**src/rtl/cla_pkg.sv**
```systemverilog
// Shared constants, types and helpers for the pipelined carry-lookahead adder.
//   CLA_GROUP   default bits per lookahead group
//   CLA_GPS     default lookahead groups resolved per pipeline stage
//   cla_pg_t    group propagate/generate pair
//   cla_nstage  pipeline depth for a given width/group/gps split
package cla_pkg;

  localparam int unsigned CLA_GROUP = 4;
  localparam int unsigned CLA_GPS   = 2;

  typedef struct packed {
    logic p;  // every bit in the group propagates
    logic g;  // group generates a carry regardless of carry-in
  } cla_pg_t;

  function automatic int unsigned cla_nstage(input int unsigned width,
                                             input int unsigned group,
                                             input int unsigned gps);
    return width / (group * gps);
  endfunction

endpackage

```
**src/rtl/cla_group.sv**
```systemverilog
// Combinational GROUP-bit carry-lookahead block.
//   a, b  : operand slices (b already inverted for subtract)
//   cin   : carry into bit 0 of the group
//   sum   : group sum bits
//   cout  : carry out of the top bit of the group
//   pg    : group propagate / generate, independent of cin
module cla_group
  import cla_pkg::*;
#(
  parameter int unsigned GROUP = CLA_GROUP
) (
  input  logic [GROUP-1:0] a,
  input  logic [GROUP-1:0] b,
  input  logic             cin,
  output logic [GROUP-1:0] sum,
  output logic             cout,
  output cla_pg_t          pg
);

  logic [GROUP-1:0] p_c;
  logic [GROUP-1:0] g_c;
  logic [GROUP:0]   c_c;
  logic             term_c;
  logic             grp_g_c;

  assign p_c = a ^ b;
  assign g_c = a & b;

  // Each carry is the flat sum-of-products back to the group base, so no
  // carry depends on a neighbouring carry inside the group.
  always_comb begin
    c_c     = '0;
    term_c  = 1'b0;
    grp_g_c = 1'b0;
    c_c[0]  = cin;
    for (int i = 0; i < int'(GROUP); i++) begin
      c_c[i+1] = cin;
      for (int k = 0; k <= i; k++) begin
        c_c[i+1] = c_c[i+1] & p_c[k];
      end
      for (int j = 0; j <= i; j++) begin
        term_c = g_c[j];
        for (int k = j + 1; k <= i; k++) begin
          term_c = term_c & p_c[k];
        end
        c_c[i+1] = c_c[i+1] | term_c;
      end
    end
    // Group generate: same expansion across the full group with cin = 0.
    for (int j = 0; j < int'(GROUP); j++) begin
      term_c = g_c[j];
      for (int k = j + 1; k < int'(GROUP); k++) begin
        term_c = term_c & p_c[k];
      end
      grp_g_c = grp_g_c | term_c;
    end
  end

  assign sum  = p_c ^ c_c[GROUP-1:0];
  assign cout = c_c[GROUP];
  assign pg.p = &p_c;
  assign pg.g = grp_g_c;

endmodule

```
**src/rtl/cla_adder_pipe.sv**
```systemverilog
// Pipelined carry-lookahead adder/subtractor with valid/ready handshake.
// One beat per cycle, fixed latency NSTAGE = WIDTH/(GROUP*GPS).
//   clk, rst_n           clock, async active-low reset
//   in_valid/in_ready    operand handshake (in_ready = !out_valid | out_ready)
//   in_a, in_b           operands
//   in_cin               carry-in for add; ignored when in_sub=1
//   in_sub               1 selects a - b
//   out_valid/out_ready  result handshake
//   out_sum              result modulo 2^WIDTH
//   out_cout             carry out of MSB (subtract: 1 = no borrow)
//   out_ovf              signed overflow
module cla_adder_pipe
  import cla_pkg::*;
#(
  parameter int unsigned WIDTH = 16,
  parameter int unsigned GROUP = CLA_GROUP,
  parameter int unsigned GPS   = CLA_GPS
) (
  input  logic             clk,
  input  logic             rst_n,
  input  logic             in_valid,
  output logic             in_ready,
  input  logic [WIDTH-1:0] in_a,
  input  logic [WIDTH-1:0] in_b,
  input  logic             in_cin,
  input  logic             in_sub,
  output logic             out_valid,
  input  logic             out_ready,
  output logic [WIDTH-1:0] out_sum,
  output logic             out_cout,
  output logic             out_ovf
);

  localparam int unsigned NGRP   = WIDTH / GROUP;
  localparam int unsigned NSTAGE = cla_nstage(WIDTH, GROUP, GPS);
  localparam int unsigned LAST   = NSTAGE - 1;

  if ((WIDTH % (GROUP * GPS)) != 0 || NSTAGE == 0) begin : g_bad_cfg
    $error("cla_adder_pipe: WIDTH must be a nonzero multiple of GROUP*GPS");
  end

  // Stage bank k holds the state after stage k's groups are resolved.
  logic [NSTAGE-1:0] vld_q;
  logic [NSTAGE-1:0] c_q;
  logic [WIDTH-1:0]  a_q   [NSTAGE];
  logic [WIDTH-1:0]  b_q   [NSTAGE];
  logic [WIDTH-1:0]  sum_q [NSTAGE];
  logic              ovf_q;

  logic              adv_c;
  logic [WIDTH-1:0]  si_a_c   [NSTAGE];
  logic [WIDTH-1:0]  si_b_c   [NSTAGE];
  logic [WIDTH-1:0]  si_sum_c [NSTAGE];
  logic [NSTAGE-1:0] si_c_c;
  logic [WIDTH-1:0]  so_sum_c [NSTAGE];
  logic [NSTAGE-1:0] so_c_c;
  logic              ovf_c;
  logic              msb_cin_c;

  logic [GROUP-1:0]  gsum_c [NGRP];
  cla_pg_t           gpg_c  [NGRP];
  logic              unused_pg_c;

  // The whole pipe moves only when the output slot is free or being drained.
  assign adv_c    = !out_valid || out_ready;
  assign in_ready = adv_c;

  // Stage inputs: stage 0 sees the (possibly inverted) operands, later stages the skew registers.
  always_comb begin
    si_a_c[0]   = in_a;
    si_b_c[0]   = in_sub ? ~in_b : in_b;
    si_sum_c[0] = '0;
    si_c_c      = '0;
    si_c_c[0]   = in_sub | in_cin;
    for (int k = 1; k < int'(NSTAGE); k++) begin
      si_a_c[k]   = a_q[k-1];
      si_b_c[k]   = b_q[k-1];
      si_sum_c[k] = sum_q[k-1];
      si_c_c[k]   = c_q[k-1];
    end
  end

  // Groups within a stage ripple their carries; stages are cut by registers.
  for (genvar k = 0; k < int'(NSTAGE); k++) begin : g_stg
    for (genvar j = 0; j < int'(GPS); j++) begin : g_grp
      localparam int unsigned GI = k * GPS + j;
      logic cin_c;
      logic cout_c;
      if (j == 0) begin : g_head
        assign cin_c = si_c_c[k];
      end else begin : g_link
        assign cin_c = g_grp[j-1].cout_c;
      end
      cla_group #(.GROUP(GROUP)) u_grp (
        .a    (si_a_c[k][GI*GROUP +: GROUP]),
        .b    (si_b_c[k][GI*GROUP +: GROUP]),
        .cin  (cin_c),
        .sum  (gsum_c[GI]),
        .cout (cout_c),
        .pg   (gpg_c[GI])
      );
    end
    assign so_c_c[k] = g_grp[GPS-1].cout_c;
  end

  // Merge this stage's freshly resolved sum bits into the running sum.
  always_comb begin
    for (int k = 0; k < int'(NSTAGE); k++) begin
      so_sum_c[k] = si_sum_c[k];
      for (int j = 0; j < int'(GPS); j++) begin
        so_sum_c[k][(k*int'(GPS)+j)*int'(GROUP) +: GROUP] = gsum_c[k*int'(GPS)+j];
      end
    end
    // Carry into the MSB recovered from its sum bit: s = a ^ b ^ c.
    msb_cin_c = si_a_c[LAST][WIDTH-1] ^ si_b_c[LAST][WIDTH-1] ^ so_sum_c[LAST][WIDTH-1];
    ovf_c     = so_c_c[LAST] ^ msb_cin_c;
  end

  // Group P/G are exposed for wider lookahead trees; here groups ripple within a stage.
  always_comb begin
    unused_pg_c = 1'b0;
    for (int g = 0; g < int'(NGRP); g++) begin
      unused_pg_c = unused_pg_c ^ gpg_c[g].p ^ gpg_c[g].g;
    end
  end

  // Stage and skew registers; everything holds while the output is stalled.
  always_ff @(posedge clk or negedge rst_n) begin
    if (!rst_n) begin
      vld_q <= '0;
      c_q   <= '0;
      ovf_q <= 1'b0;
      for (int k = 0; k < int'(NSTAGE); k++) begin
        a_q[k]   <= '0;
        b_q[k]   <= '0;
        sum_q[k] <= '0;
      end
    end else if (adv_c) begin
      vld_q[0] <= in_valid;
      for (int k = 1; k < int'(NSTAGE); k++) begin
        vld_q[k] <= vld_q[k-1];
      end
      for (int k = 0; k < int'(NSTAGE); k++) begin
        a_q[k]   <= si_a_c[k];
        b_q[k]   <= si_b_c[k];
        sum_q[k] <= so_sum_c[k];
      end
      c_q   <= so_c_c;
      ovf_q <= ovf_c;
    end
  end

  assign out_valid = vld_q[LAST];
  assign out_sum   = sum_q[LAST];
  assign out_cout  = c_q[LAST];
  assign out_ovf   = ovf_q;

endmodule

```
**config.mk**
```make
export PLATFORM = sky130hd
export DESIGN_NAME = cla_adder_pipe
export DESIGN_NICKNAME = d
export VERILOG_FILES = /design/src/rtl/cla_pkg.sv /design/src/rtl/cla_group.sv /design/src/rtl/cla_adder_pipe.sv
export SDC_FILE = /design/constraint.sdc
export NUM_CORES = 1
export LEC_CHECK = 0
export CAP_MARGIN = 15
export CORE_UTILIZATION = 45
export CTS_CLUSTER_SIZE = 10
export DETAILED_ROUTE_END_ITERATION = 8
export PLACE_DENSITY = 0.85
export SYNTH_ARGS = -nofsm -noshare
export SYNTH_HDL_FRONTEND = slang
export SYNTH_SLANG_ARGS = --single-unit
```
**constraint.sdc**
```tcl
create_clock -name clk -period 2.45 [get_ports clk]
set_clock_uncertainty 0.1 [all_clocks]
set_input_delay 0.49 -clock clk [delete_from_list [all_inputs] [get_ports clk]]
set_output_delay 0.49 -clock clk [all_outputs]
set_load 0.005 [all_outputs]
```
==> impl_metrics.env, run 1 <==
export IMPL_rsz0062_at_grt="true"
export IMPL_die_x_um=76.03
export IMPL_ant_nets=0
export IMPL_dr_pass1_iters=4
export IMPL_finalCritPeriodShare=1.071
export IMPL_yosysTopAreaCellShare=0.4566
export IMPL_initial_utilization=0.4738
export IMPL_drt_initial_drc_count=201
export IMPL_max_freq_ghz=0.3811
export IMPL_highest_layer="met4"
export IMPL_multi_input_area_um2=1338
export IMPL_endpoint_kind="flip-flop"
export IMPL_synth_largest_area_cell="dfrtp_1"
export IMPL_wl_mm=6.204
export IMPL_cts_clk_slew_worst_paths_ps=90
export IMPL_critPathRequiredTime_ps=2530
export IMPL_area_growth_pct=40.49
export IMPL_worst_ir_drop_vdd_uv=308.2
export IMPL_drive_above_1_share=0.1716
export IMPL_yosysSeqAreaShare=0.4566
export IMPL_path_max_fanout=4
export IMPL_root_buffer="clkbuf_8"
export IMPL_num_rows=26
export IMPL_wl_met3_um=263
export IMPL_startpoint_type="flip-flop"
export IMPL_grt_pass1_wl_mm=9.798
export IMPL_min_path_type="input pin to async pin"
export IMPL_clock_latency_ps=310
export IMPL_setup_viol=7
export IMPL_async_flop_share=1.000
export IMPL_worst_slew_pin_transition_ps=763.6
export IMPL_avgSynthCellArea_um2=9.671
export IMPL_cts_tree="built"
export IMPL_overflow=0
export IMPL_ioPinCount=58
export IMPL_syn_num_nets=317
export IMPL_die_h_um=76.03
export IMPL_cts_buffer_depth=2
export IMPL_violations="setup timing"
export IMPL_fin_util=0.6656
export IMPL_final_common_cell="nand2_1"
export IMPL_cts_htree_levels=2
export IMPL_gp_congestion=0.7510
export IMPL_report_power_total_uw=2604
export IMPL_vias_per_cell=5.088
export IMPL_hold_viol=0
export IMPL_port_buffers=57
export IMPL_yosysUniqueCellTypes=32
export IMPL_ys_seq_elements=45
export IMPL_critPathKind="flip-flop to flip-flop"
export IMPL_cts_sinks=45
export IMPL_finalCriticalPeriod_ps=2624
export IMPL_syn_area_um2=2466
export IMPL_wl_per_cell_um=15.21
export IMPL_cts_buffers=5
export IMPL_drt_met1_wl_mm=2.618
export IMPL_register_area_um2=1126
export IMPL_ys_warn_count=0
export IMPL_placed_area_um2=3207
export IMPL_grt_pass1_vias=2115
export IMPL_final_cell_mix="nand2_1 (76), clkdlybuf4s50_1 (50), dfrtp_1 (45), buf_4 (29), ha_1 (14)"
export IMPL_grt_use_total=0.2139
export IMPL_synthTopCellsByArea="dfrtp_1 (46%), nand2_1 (12%), ha_1 (10%)"
export IMPL_wl_met2_mm=3.128
export IMPL_synth_edf_count=0
export IMPL_core_um2=5205
export IMPL_relSlewSlack=0.4909
export IMPL_vias=2076
export IMPL_n_antenna_cell=0
export IMPL_fillers=403
export IMPL_hpwl_mm=3.830
export IMPL_drc=0
export IMPL_status="finished, violations left"
export IMPL_grt_max_degree=55
export IMPL_synthCells=255
export IMPL_antenna_found_initial=0
export IMPL_maxCapViolations=0
export IMPL_fin_ws_ps=-174.3
export IMPL_whs_ps=143.4
export IMPL_timing_setup_tns_ps=-513.5
export IMPL_synth_flop_cell="dfrtp_1"
export IMPL_fin_area_um2=3465
export IMPL_cp_data_arrival_time_ps=2700
export IMPL_nets=399
export IMPL_p_leak_uw=0.001622
export IMPL_p_per_area_nw_per_um2=751.5
export IMPL_die_area_um2=5781
export IMPL_slew_viol_final=0
## critical path: stages, from the launching register on
cell and delay, ps:
dfrtp_1 390, ha_1 300, ha_2 200, o211ai_1 290
nand2_1 130, a21o_1 210, ha_2 190, o211a_4 250
nor3_1 320, o31ai_2 110
## synth_stat cells (6+ instances only)
library cell	n
o21ai_0	11
xnor2_1	10
nor3_1	6
a21oi_1	8
nand2_1	76
o31ai_1	6
dfrtp_1	45
xor2_1	10
o21a_1	10
inv_1	7
nor2_1	8
ha_1	20
## stage by stage
| stage | setup WS [ps] | instances |
|---|---|---|
| finish | -174.3 | 408 |
| global route | -264.2 | 408 |
| CTS | 0.2571 | 405 |
| detailed placement | -779.7 | 389 |
| global placement | -689.5 | 389 |
| floorplan | -401.0 | 255 |
## report_power, final
group	internal [uW]	switching [uW]	total, uW
combinational	605	471	1080
clock	201	266	467
sequential	942	119	1060
total	1750	856	2600
## logic make-up (layout without fill, tap and decap cells)
family,count (synthesis),in the layout,synth area share
flip-flops,45,45,0.4566
AO/OA/AOI/OAI,48,48,0.1324
buffers and inverters,20,103,0.04160
XOR/XNOR,20,20,0.07103
AND/OR/NAND/NOR,98,98,0.1644
adder cells (fa/ha/maj),24,24,0.1339
## layout make-up
class | count | share of cell area
inverter | 8 | 0.008667
timing repair buffer | 87 | 0.2297
tap | 70 | 0.02528
sequential | 45 | 0.3250
multi-input combinational | 190 | 0.3861
clock buffer | 6 | 0.02095
clock inverter | 2 | 0.004334
## what timing repair did
item	in CTS	in global routing
pin swaps	23	9
resized for setup	18	14
setup endpoints to repair	10	10
setup buffers	8	3
hold buffers	0	0
## flip-flops by register name (all words and copies together), names as in the netlist
signal and cells:
out_sum 16, a_q 8, b_q 8, si_sum_c 8
c_q 2, vld_q 2, out_ovf 1
## worst paths after layout
path | start | end | slack [ps] | depth (start not counted)
worst min register to register | out_sum[6] | out_sum[6] | 370 | 2
worst min-delay path | rst_n | out_sum[9] | 140 | 1
min in group clk | out_sum[6] | out_sum[6] | 370 | 2
max in group asynchronous | rst_n | si_sum_c[3] | 1450 | 2
worst max-delay path | b_q[24] | out_sum[15] | -170 | 9
worst max register to register | b_q[24] | out_sum[15] | -170 | 9
## layer usage
metal  GRT usage  up-vias
met5           0        -
met4      0.1154        0
met3     0.04671       17
met2      0.3591       69
met1      0.2567      979
li1            -     1011
Power figures use the tool's default switching activity.
==> run 2, diff against run 1 <==
DONT_BUFFER_PORTS = 1   (was default)
PLACE_DENSITY = 0.71   (was 0.85)
SYNTH_HIERARCHICAL = 1   (was default)
==> impl_metrics.env, run 2 <==
export IMPL_dr_pass1_iters=2
export IMPL_ant_nets=0
export IMPL_cts_htree_levels=2
export IMPL_finalCritPeriodShare=1.070
export IMPL_largest_register_ffs=16
export IMPL_vias_per_cell=4.948
export IMPL_power_frac_clock=0.205
export IMPL_wl_mm=4.186
export IMPL_antenna_found_initial=0
export IMPL_timing_setup_tns_ps=-472.3
export IMPL_worst_slew_pin_transition_ps=835.3
export IMPL_slew_viol_final=0
export IMPL_num_rows=27
export IMPL_vias=1415
export IMPL_grt_use_total=0.1500
export IMPL_ioPinCount=58
export IMPL_die_x_um=78.65
export IMPL_fin_area_um2=2909
export IMPL_post_place_ws_ps=-201.3
export IMPL_worst_ir_drop_vdd_uv=517.2
export IMPL_n_antenna_cell=0
export IMPL_cts_sinks=45
export IMPL_final_cell_mix="dfrtp_1 (45), mux2_4 (29), xnor2_1 (17), ha_1 (16)"
export IMPL_p_sw_uw=750.8
export IMPL_fin_ws_ps=-172.1
export IMPL_cts_buffers=5
export IMPL_wl_per_cell_um=14.64
export IMPL_cts_tree="built"
export IMPL_clock_latency_ps=290
export IMPL_violations="setup timing"
export IMPL_min_path_type="input pin to flip-flop"
export IMPL_endpoint_kind="flip-flop"
export IMPL_hold_start="in_a[13]"
export IMPL_critPathKind="flip-flop to flip-flop"
export IMPL_syn_num_nets=262
export IMPL_overflow=0
export IMPL_swShare=0.2876
export IMPL_final_common_cell="dfrtp_1"
export IMPL_combPwrFrac=0.350
export IMPL_hpwl_mm=2.984
export IMPL_avgSynthCellArea_um2=13.22
export IMPL_register_area_um2=1126
export IMPL_whs_ps=241.8
export IMPL_port_buffers=0
export IMPL_die_area_um2=6186
export IMPL_hold_viol=0
export IMPL_root_buffer="clkbuf_8"
export IMPL_core_um2=5574
export IMPL_grt_max_degree=56
export IMPL_critPathRequiredTime_ps=2490
export IMPL_intPower_uw=1860
export IMPL_syn_area_um2=2644
export IMPL_fillers=503
export IMPL_setup_viol=3
export IMPL_nets=276
export IMPL_rsz0062_at_grt="true"
export IMPL_relSlewSlack=0.4431
export IMPL_die_h_um=78.65
export IMPL_drt_initial_drc_count=30
export IMPL_area_growth_pct=10.03
export IMPL_cts_buffer_depth=2
export IMPL_maxCapViolations=0
export IMPL_grt_pass1_vias=1512
export IMPL_path_max_fanout=2
export IMPL_grt_pass1_wl_mm=7.051
export IMPL_finalCriticalPeriod_ps=2622
export IMPL_status="finished, violations left"
export IMPL_max_freq_ghz=0.3814
export IMPL_p_per_area_nw_per_um2=897.5
export IMPL_multi_input_area_um2=1409
export IMPL_placed_area_um2=2741
export IMPL_report_power_total_uw=2611
export IMPL_gp_congestion=0.7335
export IMPL_p_leak_uw=0.001391
export IMPL_initial_utilization=0.4743
export IMPL_crit_path_start="b_q[24]"
export IMPL_reg2reg_from="b_q[24]"
export IMPL_cts_clk_slew_worst_paths_ps=80
export IMPL_cp_data_arrival_time_ps=2660
export IMPL_ys_warn_count=6
export IMPL_synthCells=200
export IMPL_startpoint_type="flip-flop"
export IMPL_drive_above_1_share=0.3318
export IMPL_p_seq_frac=0.445
export IMPL_drc=0
## run 2: metrics by stage
stage,util,cells
detailed placement,0.4918,276
floorplan,-,200
global route,0.5219,286
global placement,0.4918,276
finish,0.5219,286
CTS,0.5185,285
## run 2: final cells by class
cell class	count	area share
multi-input combinational	135	0.4843
clock inverter	2	0.01204
tap	72	0.03097
timing repair buffer	15	0.04645
clock buffer	5	0.02366
inverter	12	0.01548
sequential	45	0.3871
## run 2: what timing repair did
action,4_1_cts,5_1_grt
buffers inserted,0,1
endpoints found under the setup margin,3,3
pin swaps,2,0
hold buffers,2,0
endpoints found under the hold margin,45,0
resized for setup,1,2
## run 2: path summary, 6_finish.rpt
check	to	cells past startpoint	slack, ps
worst min-delay path	a_q[29]	1	240
worst max register to register	out_ovf	12	-170
min in group asynchronous	si_sum_c[6]	2	620
worst max-delay path	out_ovf	12	-170
max in group asynchronous	a_q[30]	2	1420
worst min register to register	vld_q[1]	1	380
## run 2: metal layers
| layer | track usage | routed length [um] | vias up |
|---|---|---|---|
| met4 | 0.06667 | 62 | 0 |
| met2 | 0.2522 | 2154 | 26 |
| met3 | 0.03837 | 147 | 4 |
| met1 | 0.1797 | 1822 | 686 |
| met5 | 0 | 0 | - |
| li1 | - | - | 699 |
## run 2: power by group through the flow
stage | sequential, uW | clock [uW] | combinational (uW)
after detailed placement | 1190 | 0 | 872
after floorplan | 1120 | 0 | 754
final | 1160 | 534 | 914
after CTS | 1170 | 564 | 907
after global placement | 1180 | 0 | 848
after global routing | 1200 | 591 | 1020
## run 2: worst max-delay path, stage by stage, from the launching register on
cell,delay [ps]
dfrtp_1,390
ha_1,300
ha_2,180
o211ai_1,180
nand2_1,90
a21o_1,180
ha_2,190
o211ai_1,160
nand2_1,130
a21o_1,210
xnor2_2,140
xnor2_1,140
a21oi_1,80
